$ cat config.mk
export PLATFORM = sky130hd
export DESIGN_NAME = hilo_mdu
export DESIGN_NICKNAME = d
export VERILOG_FILES = /design/src/rtl/mdu_pkg.sv /design/src/rtl/mdu_div_radix2.sv /design/src/rtl/hilo_mdu.sv
export SDC_FILE = /design/constraint.sdc
export NUM_CORES = 2
export LEC_CHECK = 0
export CORE_UTILIZATION = 42
export CTS_BUF_LIST = sky130_fd_sc_hd__clkbuf_16
export DETAILED_ROUTE_END_ITERATION = 10
export PLACE_DENSITY = 0.67
export SLEW_MARGIN = 20
export SYNTH_ARGS = -nofsm -noshare
export SYNTH_HDL_FRONTEND = slang
export SYNTH_SLANG_ARGS = --single-unit
$ cat constraint.sdc
create_clock -name clk -period 29.1 [get_ports clk]
set_input_delay 5.82 -clock clk [delete_from_list [all_inputs] [get_ports clk]]
set_output_delay 5.82 -clock clk [all_outputs]
set_load 0.05 [all_outputs]
$ cat src/rtl/mdu_pkg.sv
// ============================================================================
// mdu_pkg: shared types, constants and the multiply/accumulate helper.
// Rev 1.0
// ============================================================================
`default_nettype none

package mdu_pkg;

    typedef enum logic [2:0] {
        OP_MULT  = 3'd0,
        OP_MULTU = 3'd1,
        OP_DIV   = 3'd2,
        OP_DIVU  = 3'd3,
        OP_MADD  = 3'd4,
        OP_MADDU = 3'd5,
        OP_MSUB  = 3'd6,
        OP_MSUBU = 3'd7
    } mdu_op_e;

    typedef enum logic [1:0] {
        ST_IDLE = 2'd0,
        ST_MUL  = 2'd1,
        ST_DIV  = 2'd2,
        ST_DONE = 2'd3
    } mdu_state_e;

    localparam int          DIV_ITERS   = 32;
    localparam logic [31:0] DIV_ZERO_LO = 32'hFFFF_FFFF;

    function automatic logic op_is_div(input mdu_op_e op);
        return (op == OP_DIV) || (op == OP_DIVU);
    endfunction

    // Sign-extending to 64 bits lets one unsigned multiply serve both signednesses.
    function automatic logic [63:0] mul_result(input mdu_op_e op, input logic [31:0] a,
                                               input logic [31:0] b, input logic [63:0] acc);
        logic        sgn;
        logic [63:0] xa;
        logic [63:0] xb;
        logic [63:0] prod;
        sgn  = (op == OP_MULT) || (op == OP_MADD) || (op == OP_MSUB);
        xa   = {{32{sgn & a[31]}}, a};
        xb   = {{32{sgn & b[31]}}, b};
        prod = xa * xb;
        case (op)
            OP_MADD, OP_MADDU: return acc + prod;
            OP_MSUB, OP_MSUBU: return acc - prod;
            default:           return prod;
        endcase
    endfunction

endpackage

`default_nettype wire

$ cat src/rtl/mdu_div_radix2.sv
// ============================================================================
// mdu_div_radix2: 32-iteration restoring divider with signed pre/post fixup.
// Rev 1.0
// ============================================================================
`default_nettype none

module mdu_div_radix2
    import mdu_pkg::*;
(
    input  logic        clk,
    input  logic        rst,
    input  logic        start,
    input  logic        abort,
    input  logic        is_signed,
    input  logic [31:0] dividend,
    input  logic [31:0] divisor,
    output logic        done,
    output logic [31:0] quotient,
    output logic [31:0] remainder
);

    localparam int CW = $clog2(DIV_ITERS + 1);

    logic          r_active;
    logic [CW-1:0] r_cnt;
    logic [31:0]   r_rem;
    logic [31:0]   r_quo;
    logic [31:0]   r_dvs;
    logic [31:0]   r_dvd_orig;
    logic          r_neg_q;
    logic          r_neg_r;
    logic          r_zero;

    logic [31:0] w_abs_a;
    logic [31:0] w_abs_b;
    logic [32:0] w_shift;
    logic [32:0] w_diff;

    assign w_abs_a = (is_signed && dividend[31]) ? (32'd0 - dividend) : dividend;
    assign w_abs_b = (is_signed && divisor[31])  ? (32'd0 - divisor)  : divisor;
    assign w_shift = {r_rem, r_quo[31]};
    assign w_diff  = w_shift - {1'b0, r_dvs};

    always_ff @(posedge clk or posedge rst) begin
        if (rst) begin
            r_active   <= 1'b0;
            r_cnt      <= '0;
            r_rem      <= '0;
            r_quo      <= '0;
            r_dvs      <= '0;
            r_dvd_orig <= '0;
            r_neg_q    <= 1'b0;
            r_neg_r    <= 1'b0;
            r_zero     <= 1'b0;
        end else if (start) begin
            r_active   <= 1'b1;
            r_cnt      <= '0;
            r_rem      <= '0;
            r_quo      <= w_abs_a;
            r_dvs      <= w_abs_b;
            r_dvd_orig <= dividend;
            r_neg_q    <= is_signed && (dividend[31] ^ divisor[31]);
            r_neg_r    <= is_signed && dividend[31];
            r_zero     <= (divisor == 32'd0);
        end else if (abort) begin
            r_active <= 1'b0;
        end else if (r_active) begin
            if (r_cnt != CW'(DIV_ITERS)) begin
                // Dividend bits shift out of the quotient register as quotient bits shift in.
                if (!w_diff[32]) begin
                    r_rem <= w_diff[31:0];
                    r_quo <= {r_quo[30:0], 1'b1};
                end else begin
                    r_rem <= w_shift[31:0];
                    r_quo <= {r_quo[30:0], 1'b0};
                end
                r_cnt <= r_cnt + 1'b1;
            end else begin
                r_active <= 1'b0;
            end
        end
    end

    assign done      = r_active && (r_cnt == CW'(DIV_ITERS));
    assign quotient  = r_zero ? DIV_ZERO_LO : (r_neg_q ? (32'd0 - r_quo) : r_quo);
    assign remainder = r_zero ? r_dvd_orig  : (r_neg_r ? (32'd0 - r_rem) : r_rem);

endmodule

`default_nettype wire

$ cat src/rtl/hilo_mdu.sv
// ============================================================================
// hilo_mdu: multi-cycle multiply/divide/accumulate unit feeding the HI/LO register.
// Rev 1.0
// ============================================================================
`default_nettype none

module hilo_mdu
    import mdu_pkg::*;
#(
    parameter int MUL_LAT = 2
) (
    input  logic        clk,
    input  logic        rst,
    input  logic        start,
    input  mdu_op_e     op,
    input  logic [31:0] src_a,
    input  logic [31:0] src_b,
    input  logic [63:0] hilo_cur,
    input  logic        flush,
    output logic        busy,
    output logic        hilo_wen,
    output logic [63:0] hilo_wdata
);

    localparam logic [1:0] c_mul_last = (MUL_LAT > 1) ? 2'(MUL_LAT - 2) : 2'd0;

    mdu_state_e  r_state;
    mdu_op_e     r_op;
    logic [31:0] r_a;
    logic [31:0] r_b;
    logic [63:0] r_acc;
    logic [1:0]  r_cnt;

    logic        w_accept;
    logic        w_div_start;
    logic        w_div_done;
    logic [31:0] w_quo;
    logic [31:0] w_rem;

    assign w_accept    = (r_state == ST_IDLE) && start && !flush;
    assign w_div_start = w_accept && op_is_div(op);

    mdu_div_radix2 u_div (
        .clk       (clk),
        .rst       (rst),
        .start     (w_div_start),
        .abort     (flush),
        .is_signed (op == OP_DIV),
        .dividend  (src_a),
        .divisor   (src_b),
        .done      (w_div_done),
        .quotient  (w_quo),
        .remainder (w_rem)
    );

    always_ff @(posedge clk or posedge rst) begin
        if (rst) begin
            r_state    <= ST_IDLE;
            busy       <= 1'b0;
            hilo_wdata <= '0;
            r_op       <= OP_MULT;
            r_a        <= '0;
            r_b        <= '0;
            r_acc      <= '0;
            r_cnt      <= '0;
        end else begin
            case (r_state)
                ST_IDLE: begin
                    if (w_accept) begin
                        r_op  <= op;
                        r_a   <= src_a;
                        r_b   <= src_b;
                        r_acc <= hilo_cur;
                        r_cnt <= '0;
                        busy  <= 1'b1;
                        if (op_is_div(op)) begin
                            r_state <= ST_DIV;
                        end else if (MUL_LAT == 1) begin
                            // Single-cycle latency: result is formed straight from the inputs.
                            hilo_wdata <= mul_result(op, src_a, src_b, hilo_cur);
                            r_state    <= ST_DONE;
                        end else begin
                            r_state <= ST_MUL;
                        end
                    end
                end
                ST_MUL: begin
                    if (flush) begin
                        r_state <= ST_IDLE;
                        busy    <= 1'b0;
                    end else if (r_cnt == c_mul_last) begin
                        hilo_wdata <= mul_result(r_op, r_a, r_b, r_acc);
                        r_state    <= ST_DONE;
                    end else begin
                        r_cnt <= r_cnt + 1'b1;
                    end
                end
                ST_DIV: begin
                    if (flush) begin
                        r_state <= ST_IDLE;
                        busy    <= 1'b0;
                    end else if (w_div_done) begin
                        hilo_wdata <= {w_rem, w_quo};
                        r_state    <= ST_DONE;
                    end
                end
                default: begin
                    r_state <= ST_IDLE;
                    busy    <= 1'b0;
                end
            endcase
        end
    end

    // A flush landing in the DONE cycle still has to suppress the write.
    assign hilo_wen = (r_state == ST_DONE) && !flush;

endmodule

`default_nettype wire

# [After elaboration in Yosys (flattened, before gate mapping)]
# Cells that the tools add are included.
[totals] regBits=338 input_bits=135 wordCells=124
[op_classes] n_eq_ne=21 n_reduce_logical=29 bitwise_logic=3 add_sub_neg=9 n_mux=44 mul=1
[ops] cell="$mux 32" n=15
[ops] cell="$mux 64" n=4
[ops] cell="$pmux 64 s2" n=2
[ops] cell="$sub 1x32->32 const A" n=4
[ops] cell="$add 64x64->64" n=1
[ops] cell="$mul 33x33->64" n=1
[ops] cell="$sub 64x64->64" n=1
[ops] cell="$sub 33x32->33" n=1
[ops] cell="$logic_not 32->1" n=1
[ops] cell="$mux 6" n=4
[ops] cell="$mux 2" n=9
[ops] cell="$eq 3x3->1 const B" n=4
[ops] cell="$ne 2x2->1 const B" n=5
[ops] cell="$logic_and 1x1->1" n=8
[ops] cell="$reduce_bool 2->1" n=4
[ops] cell="$mux 1" n=7
[ops] cell="$add 6x1->6 const B" n=1
[ops] cell="$eq 3x2->1 const B" n=2
[ops] cell="$eq 6x6->1 const B" n=1
[ops] cell="$ne 2x1->1 const B" n=3
[ops] cell="$ne 6x6->1 const B" n=1
[ops] cell="$pmux 2 s3" n=1
[ops] cell="$reduce_and 3->1" n=2
[ops] cell="$reduce_or 2->1" n=3
[ops] cell="16 further kinds" n=22

# [Longest topological paths before layout]
[depth] depth_word=10 mapped_depth=49 depth_no_buf=45

# [Hierarchy]
# A second synthesis with hierarchy kept.
[unflattened] hier_cells=7059 area_unflattened_um2=62737.7
[by_module_without_submodules] module="hilo_mdu" n_inst=1 area_per_inst_um2=52163.8 cells_per_inst=5776
[by_module_without_submodules] module="mdu_div_radix2" n_inst=1 area_per_inst_um2=10573.9 cells_per_inst=1283

# [Least setup slack after synthesis]
# No wires, ideal clock.
[synth_timing] kind="input port to output port" startpoint="input flush" endpoint="output hilo_wen" path_stages=2 slack_ps=16586 arrival_time_ps=6694 path_buffers=1 path_cell_list="clkbuf_1 nor2b_1"
[synth_via] elab_chain_cells=2
[synth_lines] item="from (decl)" line_no="hilo_mdu.sv:19" source="input logic flush,"
[synth_lines] item="$logic_not 1->1" line_no="hilo_mdu.sv:116" source="assign hilo_wen = (r_state == ST_DONE) && !flush;"
[synth_lines] item="$logic_and 1x1->1" line_no="hilo_mdu.sv:116"
[synth_lines] item="to (decl)" line_no="hilo_mdu.sv:21" source="output logic hilo_wen,"
# Every way passes these cells.

# [Worst setup path after layout]
[layout_timing] startpoint="register r_op[2]" endpoint="register hilo_wdata[63]"
[layout_via] elab_chain_cells=10
[layout_lines] item="from (decl)" line_no="hilo_mdu.sv:28" source="mdu_op_e r_op;"
[layout_lines] item="from (signal assigned)" line_no="hilo_mdu.sv:70" source="r_op <= op;"
[layout_lines] item="$eq 3x3->1 / $logic_not 3->1 (equally long branches)" line_no="mdu_pkg.sv:41, mdu_pkg.sv:45"
[layout_lines] item="$logic_or 1x1->1 (2 in series)" line_no="mdu_pkg.sv:41" source="sgn = (op == OP_MULT) || (op == OP_MADD) || (op == OP_MSUB);"
[layout_lines] item="$and 1x1->1, on equally long branches" line_no="mdu_pkg.sv:42, mdu_pkg.sv:43"
[layout_lines] item="$mul 33x33->64" line_no="mdu_pkg.sv:44" source="prod = xa * xb;"
[layout_lines] item="$sub 64x64->64 / $add 64x64->64 (equally long branches)" line_no="mdu_pkg.sv:47, mdu_pkg.sv:46"
[layout_lines] item="$pmux 64 s2 (*)" line_no="mdu_pkg.sv:45" source="case (op)"
[layout_lines] item="$mux 64 (*)" line_no="hilo_mdu.sv:91" source="end else if (r_cnt == c_mul_last) begin"
[layout_lines] item="$mux 64 (*)" line_no="hilo_mdu.sv:88" source="if (flush) begin"
[layout_lines] item="$pmux 64 s2 (*)" line_no="hilo_mdu.sv:67" source="case (r_state)"
[layout_lines] item="to (signal assigned)" line_no="hilo_mdu.sv:80" source="hilo_wdata <= mul_result(op, src_a, src_b, hilo_cur);"
[layout_lines] item="to (signal assigned)" line_no="hilo_mdu.sv:92" source="hilo_wdata <= mul_result(r_op, r_a, r_b, r_acc);"
[layout_lines] item="to (signal assigned)" line_no="hilo_mdu.sv:103" source="hilo_wdata <= {w_rem, w_quo};"
[layout_lines] item="to (decl)" line_no="hilo_mdu.sv:22" source="output logic [63:0] hilo_wdata"
# Every way passes the cells marked *; elsewhere a longest branch is shown, timed or not. The select of a mux whose other input is x is not followed.
# A chain may end at the register's enable or synchronous reset.

==> results.ini <==
[timing]
setup_tns_ns=0
rsz0062_at_grt=no
max_slew_margin_pct=25.98
period_share_pct=48.14
max_freq_mhz=71.38
skew_ns=0.03170
drv_slew=0
finalHoldViolations=0
fin_crit_ns=14.01
setup_viol=0
worst_pin_slew_ns=1.099

[clock_network]
clockRootBuffer=clkbuf_16
cts_max_level=2
cts_tree=done
postCtsSetupBuffers=0
cts_buffers=37
clock_latency_ns=0.60
hold_buffers=0
post_cts_resized=0
cts_buffer_depth=3
clock_sinks=338
clk_pin_slew_ns=0.07

[yosys]
synth_edf_count=0
syn_inst=7053
synth-seq-area-share_pct=13.65
syn_nets=8635
ys_ff_latch=338
syn_area_mm2=0.06198
ys_async_sr_fraction_pct=100.0
synth_cell_types=88
synth-warning-count=0
syn_area_per_cell_um2=8.788
ys.flop_type=dfrtp_1

[critical_path]
r2r_end=hilo_wdata[63]
critPathSlowestCell=o311ai_0
path_max_fanout=41
critPathTopFamily=adder cells
regToRegSetupSlack_ns=15.09
crit_start=r_op[2]
r2r-start=r_op[2]
max_stage_delay_ns=0.71
r2r_cells=43
cp.arrival_ns=14.50
path_buf_inv=6
required_ns=29.59
setup.worst_path.class=flip-flop to flip-flop
end_kind=flip-flop
start_kind=flip-flop
cpMostUsedCell=fa_1

[min_path]
min_to=hilo_wdata[12]
hold_class=flip-flop to flip-flop
min_from=hilo_wdata[12]
whs_path_depth=2

[route]
wl_um=194800
ant_nets=0
drt-pass1-iter-count=5
drc_errors=0
drt_iter0_drc=4490
dr_total_vias=50020
wl_per_cell_um=21.80
vias_per_cell=5.599

[placed_design]
io_buffers=200
gp_congestion=0.9822
dp_hpwl_um=153600

[final_layout]
final_common_cell=nand2_1
final_nets=8568
drive_above_1_share_pct=4.947
mostFrequentLayoutCells=nand2_1, inv_1, fa_1, dfrtp_1, ha_1
syn_to_final_growth_pct=7.857

[grt]
grtUsageTotal_pct=26.57
overflow=0
antenna_found_initial=14
grt_pass1_vias=51350
grt_max_degree=108
grt_pass1_wl_um=303200

[die]
dieArea_mm2=0.1491
rows=140
pin_count=201
die_h_um=386.2
die_w_um=386.2
core_mm2=0.1461
initial_utilization_pct=42.43

[run]
maxCapViolations=0

[status]
status=completed

==> cell usage after synthesis (all sizes together), types with 6 or more instances <==
master / number / area (um2)
nand2: 1258 / 4722
inv: 1168 / 4384
fa: 1127 / 22560
clkbuf: 365 / 1370
dfrtp: 338 / 8458
ha: 320 / 4004
o21ai: 319 / 1600
and2: 289 / 1808
a21oi: 267 / 1348
nor2: 222 / 833.3
xnor2: 188 / 1647
xor2: 136 / 1191
mux2: 127 / 1430
a21o: 90 / 684.4
a31oi: 67 / 434.2
nor3: 57 / 300.3
o31ai: 48 / 360.4
nand3: 46 / 230.2
and3: 42 / 262.8
mux2i: 42 / 420.4
nand2b: 40 / 250.2
nand4: 40 / 250.2
o22ai: 38 / 237.7
buf: 34 / 155.2
or3: 33 / 211.5
a211oi: 28 / 215.2
nor4: 28 / 190.2
o211ai: 28 / 215.2
o21bai: 28 / 210.2
nor2b: 25 / 156.4
o21a: 23 / 172.7
o41ai: 20 / 182.7
or4: 20 / 161.4
or2: 18 / 112.6
nor3b: 11 / 82.58
a221oi: 10 / 87.58
a22oi: 9 / 67.56
nand3b: 9 / 67.56
a21boi: 7 / 52.55
o2111ai: 7 / 61.31
a2111oi: 6 / 52.55
==> state kept, by name, summed over array words and instances, names as in the netlist <==
name and flops:
u_div.r_dvs 32, u_div.r_neg_q 1, u_div.r_zero 1, r_state 2, u_div.r_cnt 6, r_cnt 2
u_div.r_neg_r 1, busy 1, r_b 32, u_div.r_quo 32, r_acc 64, r_a 32
r_op 3, hilo_wdata 64, u_div.r_rem 32, u_div.r_active 1, u_div.r_dvd_orig 32
==> how the worst max path moves through the flow <==
stage,cells after the start,to
after floorplan,1,busy
after global placement,43,hilo_wdata[63]
after detailed placement,43,hilo_wdata[63]
after CTS,43,hilo_wdata[63]
after global routing,43,hilo_wdata[63]
final,43,hilo_wdata[63]
==> area by class of cell <==
class	count	area, um2
fill	14210	79240
multi-input combinational	5148	47700
sequential	338	8472
inverter	1168	4392
timing repair buffer	293	2700
tap	1917	2399
clock buffer	37	925.9
clock inverter	30	251.5
antenna	3	7.507
==> through the flow <==
stage	area [um2]	setup slack (ns)	instances	utilization (%)	hold slack (ns)
after floorplan	61980	13.91	7053	-	0.4403
after global placement	65660	15.55	8864	44.94	0.4566
after detailed placement	65660	15.47	8864	44.94	0.4627
after CTS	66830	15.37	8931	45.75	0.4783
after global routing	66840	14.42	8931	45.75	0.4871
final	66850	15.09	8934	45.76	0.4769
==> worst min-delay path: stages, from the launching register on <==
cell and delay [ns]:
dfrtp_1 0.34, nand2_1 0.04, o21ai_0 0.06
==> per-layer routing <==
metal / vias up / GRT usage [%] / wire [um]
met4: 16 / 9.004 / 7560
li1: 22010 / - / -
met3: 397 / 3.276 / 13860
met5: - / 0 / 105
met1: 25660 / 36.33 / 81570
met2: 1942 / 43.57 / 91650
==> cell families (layout without fill, tap and decap cells) <==
family	Yosys count	in the layout	synth area share (%)
AOI/OAI and AO/OA	1048	1048	10.47
adders and majority gates	1447	1447	42.86
other	0	3	0
muxes	169	169	2.986
DFF	338	338	13.65
buffers and inverters	1567	1528	9.534
xor gates and xnor gates	325	325	4.615
and+or+nand+nor	2159	2159	15.89
Power is not shown: default switching activity piles up to over one toggle a cycle in this logic, so the estimate is an artifact.
